**config.mk**
```make
export PLATFORM = sky130hd
export DESIGN_NAME = simple_adder
export DESIGN_NICKNAME = d
export VERILOG_FILES = /design/src/rtl/simple_adder_pkg.sv /design/src/rtl/simple_adder_add2.sv /design/src/rtl/simple_adder.sv
export SDC_FILE = /design/constraint.sdc
export NUM_CORES = 1
export LEC_CHECK = 0
export CAP_MARGIN = 5
export CORE_AREA = 4 4 100 102
export DETAILED_ROUTE_END_ITERATION = 10
export DIE_AREA = 0 0 104 106
export PLACE_DENSITY = 0.72
export SETUP_SLACK_MARGIN = 0.2
export SLEW_MARGIN = 20
export SYNTH_ARGS = -nofsm -noshare
export SYNTH_HDL_FRONTEND = slang
export SYNTH_SLANG_ARGS = --single-unit
```
**constraint.sdc**
```tcl
create_clock -name CLK -period 0.8 [get_ports CLK]
set_input_delay 0.16 -clock CLK [delete_from_list [all_inputs] [get_ports CLK]]
set_output_delay 0.16 -clock CLK [all_outputs]
set_load 0.005 [all_outputs]
```
**src/rtl/simple_adder_pkg.sv**
```systemverilog
// Shared constants and helpers for the 4-operand signed adder.
// Used by simple_adder and simple_adder_add2.
package simple_adder_pkg;

  localparam int unsigned DEFAULT_WIDTH = 25;
  localparam int unsigned MAX_WIDTH     = 64;
  localparam int unsigned EXT_WIDTH     = MAX_WIDTH + 2;

  // Largest positive value representable in 'width' signed bits.
  function automatic logic signed [MAX_WIDTH-1:0] sat_max(input int unsigned width);
    logic [MAX_WIDTH:0] one_shl;
    one_shl = (MAX_WIDTH+1)'(1) << (width - 1);
    return MAX_WIDTH'(one_shl - (MAX_WIDTH+1)'(1));
  endfunction

  // Most negative value representable in 'width' signed bits.
  function automatic logic signed [MAX_WIDTH-1:0] sat_min(input int unsigned width);
    logic [MAX_WIDTH:0] one_shl;
    one_shl = (MAX_WIDTH+1)'(1) << (width - 1);
    return MAX_WIDTH'((MAX_WIDTH+1)'(0) - one_shl);
  endfunction

  // Sign-extend a 'width'-bit value held in a 64-bit container to 66 bits.
  function automatic logic signed [EXT_WIDTH-1:0] ext2(input logic signed [MAX_WIDTH-1:0] x,
                                                       input int unsigned width);
    logic signed [MAX_WIDTH-1:0] t;
    t = x <<< (MAX_WIDTH - width);
    t = t >>> (MAX_WIDTH - width);
    return EXT_WIDTH'(t);
  endfunction

endpackage

```
**src/rtl/simple_adder_add2.sv**
```systemverilog
// Combinational signed 2-input adder; the result is one bit wider than the
// inputs so the sum can never overflow.
module simple_adder_add2
  import simple_adder_pkg::*;
#(
  parameter int unsigned IW = DEFAULT_WIDTH
) (
  input  logic signed [IW-1:0] a_i,
  input  logic signed [IW-1:0] b_i,
  output logic signed [IW:0]   sum_c_o
);

  logic signed [IW:0] a_x;
  logic signed [IW:0] b_x;

  assign a_x     = (IW+1)'(a_i);
  assign b_x     = (IW+1)'(b_i);
  assign sum_c_o = a_x + b_x;

endmodule

```
**src/rtl/simple_adder.sv**
```systemverilog
// Registered 4-operand signed adder with overflow flag.
// Define SIMPLE_ADDER_SAT_EN to clamp RES on overflow instead of wrapping.
module simple_adder
  import simple_adder_pkg::*;
#(
  parameter int unsigned WIDTH = DEFAULT_WIDTH
) (
  input  logic                    CLK,
  input  logic                    RST_N,
  input  logic signed [WIDTH-1:0] WORD_0,
  input  logic signed [WIDTH-1:0] WORD_1,
  input  logic signed [WIDTH-1:0] WORD_2,
  input  logic signed [WIDTH-1:0] WORD_3,
  output logic signed [WIDTH-1:0] RES,
  output logic                    OVF
);

  localparam int unsigned SW = WIDTH + 2;

  // Signed range limits, widened to the exact-sum width for comparison.
  localparam logic signed [SW-1:0] MAX_X = SW'(ext2(sat_max(WIDTH), WIDTH));
  localparam logic signed [SW-1:0] MIN_X = SW'(ext2(sat_min(WIDTH), WIDTH));

  logic signed [WIDTH:0]   sum01_c;
  logic signed [WIDTH:0]   sum23_c;
  logic signed [SW-1:0]    sum_c;

  logic signed [WIDTH-1:0] res_d;
  logic signed [WIDTH-1:0] res_q;
  logic                    ovf_d;
  logic                    ovf_q;

  simple_adder_add2 #(.IW(WIDTH)) u_add01 (
    .a_i     (WORD_0),
    .b_i     (WORD_1),
    .sum_c_o (sum01_c)
  );

  simple_adder_add2 #(.IW(WIDTH)) u_add23 (
    .a_i     (WORD_2),
    .b_i     (WORD_3),
    .sum_c_o (sum23_c)
  );

  simple_adder_add2 #(.IW(WIDTH + 1)) u_add_fin (
    .a_i     (sum01_c),
    .b_i     (sum23_c),
    .sum_c_o (sum_c)
  );

  // Overflow detection on the exact sum, then wrap or clamp.
  always_comb begin
    ovf_d = (sum_c > MAX_X) || (sum_c < MIN_X);
    res_d = sum_c[WIDTH-1:0];
`ifdef SIMPLE_ADDER_SAT_EN
    if (ovf_d) begin
      res_d = sum_c[SW-1] ? MIN_X[WIDTH-1:0] : MAX_X[WIDTH-1:0];
    end
`endif
  end

  always_ff @(posedge CLK or negedge RST_N) begin
    if (!RST_N) begin
      res_q <= '0;
      ovf_q <= 1'b0;
    end else begin
      res_q <= res_d;
      ovf_q <= ovf_d;
    end
  end

  assign RES = res_q;
  assign OVF = ovf_q;

endmodule

```
* Yosys cells after proc, flatten, opt, wreduce, memory -nomap -nowiden
Index checks and enable logic that the tools add are counted.
** Storage, ports and cells
- Register bits :: 26
- Bits of input ports :: 102
- Output and inout port bits :: 26
- Logic and storage cells :: 8
** Cells by class
- Add/sub/neg operators :: 3
- Magnitude comparators :: 2
- Reduce and logical (&&, ||, !) cells :: 1
** Operators with widths (number)
- adder 25 x 25 -> 26 bit :: 2
- adder 26 x 26 -> 27 bit :: 1
- > comparator 27 x 25 -> 1 bit (second input constant) :: 1
- < comparator 27 x 25 -> 1 bit (second input constant) :: 1
- logical OR 1 bit :: 1

* Longest topological paths before layout
Gate-level depths: netlist of run 1.
- Word-level depth :: 4
- Depth in mapped cells :: 15
- Mapped depth without buffers :: 15

* Hierarchy
A second synthesis of run 1 with hierarchy kept.
** Second synthesis, totals
- Cell total of the unflattened synthesis :: 649
- Area total of the unflattened synthesis :: 5016.1 um^2
** By module, submodules not included
- simple_adder_add2 (u_add01 ...) :: instances 2, cells each 207, area each 1445.1 um^2, sequential area each 0.0 um^2
- simple_adder_add2 (u_add_fin) :: instances 1, cells each 206, area each 1455.1 um^2, sequential area each 0.0 um^2
- simple_adder :: instances 1, cells each 29, area each 670.6 um^2, sequential area each 650.6 um^2

* Least setup slack after synthesis of run 1
No wires, ideal clock.
- Kind :: input to register
- Start :: in WORD_0[1]
- End :: reg ovf_q, in the netlist OVF
- Library setup time :: 0.129 ns
- Arrival :: 3.259 ns
- Required time :: 0.671 ns
- Slack :: -2.588 ns
- Cell stages on the path :: 15
- Path buffers :: 0
- Cell sequence :: inv_1 > fa_1 > fa_1 > inv_1 > ha_1 > inv_1 > fa_1 > nor2b_2 > o2111ai_1 > a311oi_2 > nor2_2 > o41a_4 > nor4b_4 > a311oi_2 > mux2i_1
** On the way
- Cells in the longest elaborated chain, start to end :: 4
- Elaborated cells on any way between the ends :: 5
- Classes of those cells :: 2 x add/sub; 2 x order compare; 1 x reduce/logical
** RTL lines
- start, declared :: RTL line simple_adder.sv:10 : input logic signed [WIDTH-1:0] WORD_0,
- adder 25 x 25 -> 26 bit * :: RTL line simple_adder_add2.sv:18 : assign sum_c_o = a_x + b_x;
- adder 26 x 26 -> 27 bit * :: RTL line simple_adder_add2.sv:18
- > comparator 27 x 25 -> 1 bit / < comparator 27 x 25 -> 1 bit (equally long branches) :: RTL line simple_adder.sv:53 : ovf_d = (sum_c > MAX_X) || (sum_c < MIN_X);
- logical OR 1 bit * :: RTL line simple_adder.sv:53
- via ovf_d :: RTL line simple_adder.sv:30 : logic ovf_d;
- end signal, assigned :: RTL line simple_adder.sv:68 : ovf_q <= ovf_d;
- end, declared :: RTL line simple_adder.sv:31 : logic ovf_q;
The timed path passes the listed nets; every way through them passes the cells marked *.

* Final worst setup path of run 1
- Start :: in WORD_1[1]
- End :: reg ovf_q, in the netlist OVF
** On the way
- Cells in the longest elaborated chain, start to end :: 4
- Elaborated cells on any way between the ends :: 5
- Classes of those cells :: 2 x add/sub; 2 x order compare; 1 x reduce/logical
** RTL lines
- start, declared :: RTL line simple_adder.sv:11 : input logic signed [WIDTH-1:0] WORD_1,
- adder 25 x 25 -> 26 bit * :: RTL line simple_adder_add2.sv:18
- adder 26 x 26 -> 27 bit * :: RTL line simple_adder_add2.sv:18
- > comparator 27 x 25 -> 1 bit / < comparator 27 x 25 -> 1 bit (equally long branches) :: RTL line simple_adder.sv:53
- logical OR 1 bit * :: RTL line simple_adder.sv:53
- via ovf_d :: RTL line simple_adder.sv:30
Marked as above.

==> results of run 1 <==
[power breakdown]
group	internal, mW	switching [mW]	total [mW]
clock	0.441	0.461	0.902
combinational	7.36	5.91	13.3
sequential	2.00	0.209	2.21
[final timing paths]
| check | cells after the start | start | slack, ns | end |
|---|---|---|---|---|
| max in group asynchronous | 2 | RST_N | 0.40 | RES[0]$_DFF_PN0_ |
| min | 2 | RST_N | 0.24 | RES[9]$_DFF_PN0_ |
| max | 16 | WORD_1[1] | -2.38 | OVF$_DFF_PN0_ |
| min in group CLK | 3 | WORD_0[0] | 0.31 | RES[0]$_DFF_PN0_ |
[critical path: cells and delay by family]
kind                       cells  cell delay, ns
adders and majority gates      4            1.47
buffers and inverters          4            0.22
muxes                          1            0.13
AOI/OAI and AO/OA              4            0.91
and+or+nand+nor                3            0.46
[kinds of logic (layout without fill, tap and decap cells)]
group           Yosys count  after routing  share of synthesized area [%]
compound gates           68             68                           13.8
xor+xnor                 19             19                           4.62
fa+ha+maj                77             77                           37.4
buf+inv                 141            373                           15.2
flops                    26             26                           18.1
mux                       2              2                          0.556
simple gates             69             69                           10.4
[layer usage]
layer  vias up  GRT usage (%)  part of all wire [%]
li1       1692              -                     -
met1      1722           21.3                    38
met2        98           38.6                    56
met3         6           3.83                   5.7
met4         0           2.18                  0.66
met5         -              0                     0
[repair_timing]
item | CTS | global route
gates resized for setup | 360 | 27
setup buffers | 30 | 6
pin swaps | 120 | 31
endpoints found under the setup margin | 52 | 52
[layout by cell type (no fill, tap or decap), types with 9 or more instances in the layout]
cell type / instances
a21o_1: 9
buf_2: 40
buf_4: 83
buf_6: 34
clkdlybuf4s50_1: 35
dfrtp_1: 26
dlygate4sd2_1: 30
fa_1: 45
ha_4: 22
inv_1: 88
inv_2: 46
nand2_1: 13
nor2_1: 15
[sequential cells by signal (all words and copies together), names as in the netlist]
register / count
RES: 25
OVF: 1
[stage by stage]
step	instance area, sq um	util (%)	power (mW)
after floorplan	3760	-	7.89
after global placement	5660	62.2	12.3
after detailed placement	5660	62.2	12.6
after CTS	6110	67.0	15.2
after global routing	6280	68.9	17.6
final	6280	68.9	16.4
[final cells by class]
type / instances / area, sq um / area share [%]
sequential: 26 / 651 / 10.4
multi-input combinational: 235 / 2970 / 47.3
inverter: 136 / 526 / 8.37
timing repair buffer: 233 / 1940 / 30.9
clock buffer: 4 / 55.1 / 0.877
tap: 111 / 139 / 2.21
==> results.py, run 1 <==
metrics = {
    "setup_path": {
        "crit_path_end_kind": "flip-flop",
        "critPathKind": "in -> reg",
        "start_kind": "input port",
        "cp.required_ns": 0.96,
        "crit_path_frequent_cell": "inv_2",
        "crit_path_cell_trace": "buf_6, inv_2, fa_1, fa_1, inv_2, ha_4, inv_2, fa_2, nor2b_4, o2111ai_4, a311oi_2, nor2_2, o41a_4, nor4b_4, a311oi_2, mux2i_1",
        "worstPathMaxFanout": 3,
        "cpPeakStageDelay_ns": 0.55,
        "arrival_ns": 3.34,
        "slowest_stage": "fa_1",
    },
    "routing": {
        "wire_per_inst_um": 14.7,
        "viasPerCell": 4.72,
        "ant_nets": 0,
        "routed_wl_um": 11000,
        "drc_errors": 0,
        "dr.pass1.iters": 6,
        "vias": 3518,
        "drt_iter0_markers": 113,
    },
    "synthesis": {
        "synthesis.area_sq_um": 3600,
        "synth_top_area_share_pct": 28.4,
        "ys_seq_elements": 26,
        "synth.most_common_cell": "inv_1",
        "synthCells": 402,
        "synth_ff_type": "dfrtp_1",
        "synthDistinctLibCells": 51,
        "syn_nets": 581,
        "synth_top_area_cell": "fa_1",
        "ys_warn_count": 0,
        "seq_area_frac_synth_pct": 18.1,
        "synth_edf_count": 0,
        "synthTopCellsByArea": "fa_1 (28%), dfrtp_1 (18%), inv_1 (14%)",
        "synth.avg_cell_area_sq_um": 8.95,
        "synthArstFlopShare_pct": 100,
        "synthTopCellsByCount": "inv_1 (136), fa_1 (51), dfrtp_1 (26), ha_1 (26), nor2_1 (21)",
    },
    "hold_path": {
        "hold_path.class": "in -> async",
    },
    "clock_network": {
        "clock-sinks": 26,
        "cts-root-buf": "clkbuf_8",
        "htree_num_levels": 1,
        "numCtsBuffers": 3,
        "cts_tree": "done",
        "cts_buffer_depth": 2,
        "path_clk_slew_ns": 0.10,
        "postCtsHoldBufs": 0,
    },
    "global_route": {
        "grt_usage_pct": 19.2,
        "grt_pass1_wl_um": 17500,
        "grt_overflow": 0,
        "grt_pass1_vias": 3865,
        "grt_max_degree": 27,
        "antenna_found_initial": 0,
    },
    "sta": {
        "final-hold-violation-count": 0,
        "fmax_ghz": 0.315,
        "fin_setup_tns_ns": -51.22,
        "finalHoldWorstSlack_ns": 0.236,
        "maxSlewViolCount": 0,
        "period_needed_ns": 3.18,
        "finalSetupViolCount": 52,
        "worstMarginPinSlew_ns": 0.358,
        "maxSlewHeadroom_pct": 76.0,
        "rsz0062_at_grt": "true",
        "period_share_pct": 397,
        "setup_slack_ns": -2.38,
    },
    "place": {
        "dp_hpwl_um": 8020,
        "port_buffers": 127,
        "dp_cells": 705,
        "pre_cts_ws_ns": -3.22,
        "gp_congestion": 0.798,
    },
    "floorplan": {
        "die_area_sq_um": 11000,
        "die_w_um": 104,
        "io_pins": 128,
        "rows": 35,
        "fp.dieH_um": 106,
        "core_sq_um": 9110,
        "start_util_pct": 39.5,
    },
    "final_layout": {
        "diodes": 0,
        "syn2layout_area_growth_pct": 74.3,
        "fillerInstances": 670,
        "nets": 814,
        "drive_gt1_share_pct": 46.2,
        "stdcell_count": 745,
    },
    "run_status": {
        "failed_checks": "negative setup slack",
        "status": "finished, violations left",
    },
    "power_and_ir_drop": {
        "pwr_density_cell_nw_per_um2": 2610,
        "vdd.ir_drop.worst_uv": 1100,
        "power.leakage_nw": 3.15,
    },
    "flow_run": {
        "maxCapViolCount": 0,
    },
}
Power figures use the tool's default switching activity.
==> inputs of run 2 (changes only) <==
--- a/config.mk
+++ b/config.mk
@@ -11,6 +11,7 @@
 export DIE_AREA = 0 0 104 106
 export PLACE_DENSITY = 0.72
 export SETUP_SLACK_MARGIN = 0.2
+export SKIP_LAST_GASP = 1
 export SLEW_MARGIN = 20
 export SYNTH_ARGS = -nofsm -noshare
 export SYNTH_HDL_FRONTEND = slang
==> run 2 against run 1 <==
Critical endpoint unchanged. Power is 2.2% higher. Core utilization is 0.59 points higher. The flow still finishes with violations (negative setup slack). Critical path depth did not move. Largest cell class unchanged. Fmax up 0.60%. Highest routed layer unchanged.
==> results.py, run 2 (synthesis results as in run 1) <==
metrics = {
    "global_route": {
        "antenna_found_initial": 0,
        "grt_max_degree": 27,
        "grt_overflow": 0,
        "grt_pass1_wl_um": 17500,
        "grt_pass1_vias": 3870,
        "grt_usage_pct": 19.2,
    },
    "final_layout": {
        "multi_input_area_sq_um": 3000,
        "fin_area_sq_um": 6330,
        "drive_gt1_share_pct": 49.1,
        "seq_area_sq_um": 651,
        "final_cell_mix": "inv_1 (84), buf_4 (82), inv_2 (50)",
        "nets": 816,
        "largest_reg_flops": 25,
        "fillerInstances": 654,
        "final_core_util_pct": 69.5,
        "syn2layout_area_growth_pct": 75.8,
        "final_common_cell": "inv_1",
        "diodes": 0,
    },
    "routing": {
        "routed_wl_um": 11100,
        "dr_wl_met3_um": 581,
        "wire_per_inst_um": 14.8,
        "drt_iter0_markers": 112,
        "routedLengthMet1_um": 4190,
        "viasPerCell": 4.75,
        "drc_errors": 0,
        "ant_nets": 0,
        "dr.pass1.iters": 7,
        "vias": 3551,
        "wl_met2_um": 6230,
        "routed.top_layer": "met4",
    },
    "clock_network": {
        "clock-sinks": 26,
        "htree_num_levels": 1,
        "cts_tree": "done",
        "path_clk_slew_ns": 0.10,
        "numCtsBuffers": 3,
        "cts-root-buf": "clkbuf_8",
        "cts_buffer_depth": 2,
        "postCtsHoldBufs": 0,
    },
    "sta": {
        "final-hold-violation-count": 0,
        "setup_slack_ns": -2.36,
        "finalHoldWorstSlack_ns": 0.229,
        "rsz0062_at_grt": "true",
        "fmax_ghz": 0.317,
        "maxSlewHeadroom_pct": 73.2,
        "worstMarginPinSlew_ns": 0.398,
        "finalSetupViolCount": 52,
        "fin_setup_tns_ns": -50.94,
        "period_needed_ns": 3.16,
        "period_share_pct": 395,
        "maxSlewViolCount": 0,
    },
    "setup_path": {
        "crit_path_frequent_cell": "inv_2",
        "crit_path_cell_trace": "buf_6, inv_2, fa_1, fa_1, inv_2, ha_4, inv_2, fa_2, nor2b_4, o2111ai_4, a311oi_2, nor2_2, o41a_4, nor4b_4, a311oi_2, mux2i_1",
        "arrival_ns": 3.32,
        "worstPathMaxFanout": 3,
        "slowest_stage": "fa_1",
        "cp-startpoint": "WORD_1[1]",
        "cp.required_ns": 0.97,
        "crit_path_end_kind": "flip-flop",
        "start_kind": "input port",
        "critPathKind": "in -> reg",
        "cpPeakStageDelay_ns": 0.54,
        "setup.worst_path.end": "OVF$_DFF_PN0_",
    },
    "floorplan": {
        "rows": 35,
        "start_util_pct": 39.5,
        "die_area_sq_um": 11000,
        "core_sq_um": 9110,
        "fp.dieH_um": 106,
        "die_w_um": 104,
        "io_pins": 128,
    },
    "place": {
        "place_area_sq_um": 5660,
        "dp_hpwl_um": 8020,
        "gp_congestion": 0.798,
        "port_buffers": 127,
    },
    "run_status": {
        "failed_checks": "negative setup slack",
        "status": "finished, violations left",
    },
    "flow_run": {
        "maxCapViolCount": 0,
    },
    "power_and_ir_drop": {
        "vdd.ir_drop.worst_uv": 1110,
        "totalPowerFinal_mw": 16.7,
        "power.leakage_nw": 3.18,
        "pwr_density_cell_nw_per_um2": 2640,
    },
    "hold_path": {
        "hold_path.class": "in -> async",
    },
}
run 2: cell types whose count changed in the layout (fill, tap and decap cells not counted), sizes merged:
cell,previous run,this run
buf,159,163
clkbuf,5,11
clkdlybuf4s15,8,7
dlygate4sd2,30,23
run 2: area by class of cell:
cell class,instances,share of cell area (%)
timing repair buffer,235,31.0
tap,111,2.19
sequential,26,10.3
clock buffer,4,0.870
inverter,136,8.30
multi-input combinational,235,47.4
run 2: where the power goes:
group / total [mW] / switching [mW] / internal [mW] / leakage (nW)
clock: 0.917 / 0.476 / 0.441 / 0.0288
sequential: 2.21 / 0.212 / 2.00 / 0.300
combinational: 13.6 / 6.06 / 7.55 / 2.85
run 2: per-stage QoR:
stage / std cells / setup slack (ns)
global placement: 705 / -3.20
global route: 747 / -2.48
floorplan: 402 / -2.51
detailed placement: 705 / -3.22
CTS: 739 / -2.55
finish: 747 / -2.36
run 2: how the worst min path moves through the flow:
stage          start                end  slack [ns]  cells after the start
2_1_floorplan  RST_N      OVF$_DFF_PN0_       -0.14                      0
3_3_place_gp   RST_N  RES[10]$_DFF_PN0_        0.54                      2
3_5_place_dp   RST_N   RES[9]$_DFF_PN0_        0.55                      2
4_1_cts        RST_N   RES[3]$_DFF_PN0_        0.24                      2
5_1_grt        RST_N   RES[9]$_DFF_PN0_        0.23                      2
6_report       RST_N   RES[9]$_DFF_PN0_        0.23                      2
run 2: what timing repair did:
action / CTS / global route
setup buffers: 30 / 8
endpoints found under the setup margin: 52 / 52
pin swaps: 120 / 62
resized for setup: 359 / 63
run 2: per-layer routing:
layer | up-vias | track usage, %
met4 | 0 | 2.18
met3 | 9 | 3.83
met1 | 1744 | 21.2
met2 | 100 | 38.7
met5 | - | 0
li1 | 1698 | -
run 2: critical path: cells and delay by family:
kind,cells,cell delay (ns)
adders and majority gates,4,1.46
AOI/OAI and AO/OA,4,0.90
and+or+nand+nor,3,0.45
buffers and inverters,4,0.22
muxes,1,0.13
==> inputs of run 3 (changes only) <==
--- a/config.mk
+++ b/config.mk
@@ -12,7 +12,7 @@
 export PLACE_DENSITY = 0.72
 export SETUP_SLACK_MARGIN = 0.2
 export SKIP_LAST_GASP = 1
-export SLEW_MARGIN = 20
+export SLEW_MARGIN = 40
 export SYNTH_ARGS = -nofsm -noshare
 export SYNTH_HDL_FRONTEND = slang
 export SYNTH_SLANG_ARGS = --single-unit
==> results of run 3 <==
No change in the layout: final DEF, timing and power equal those of run 2.
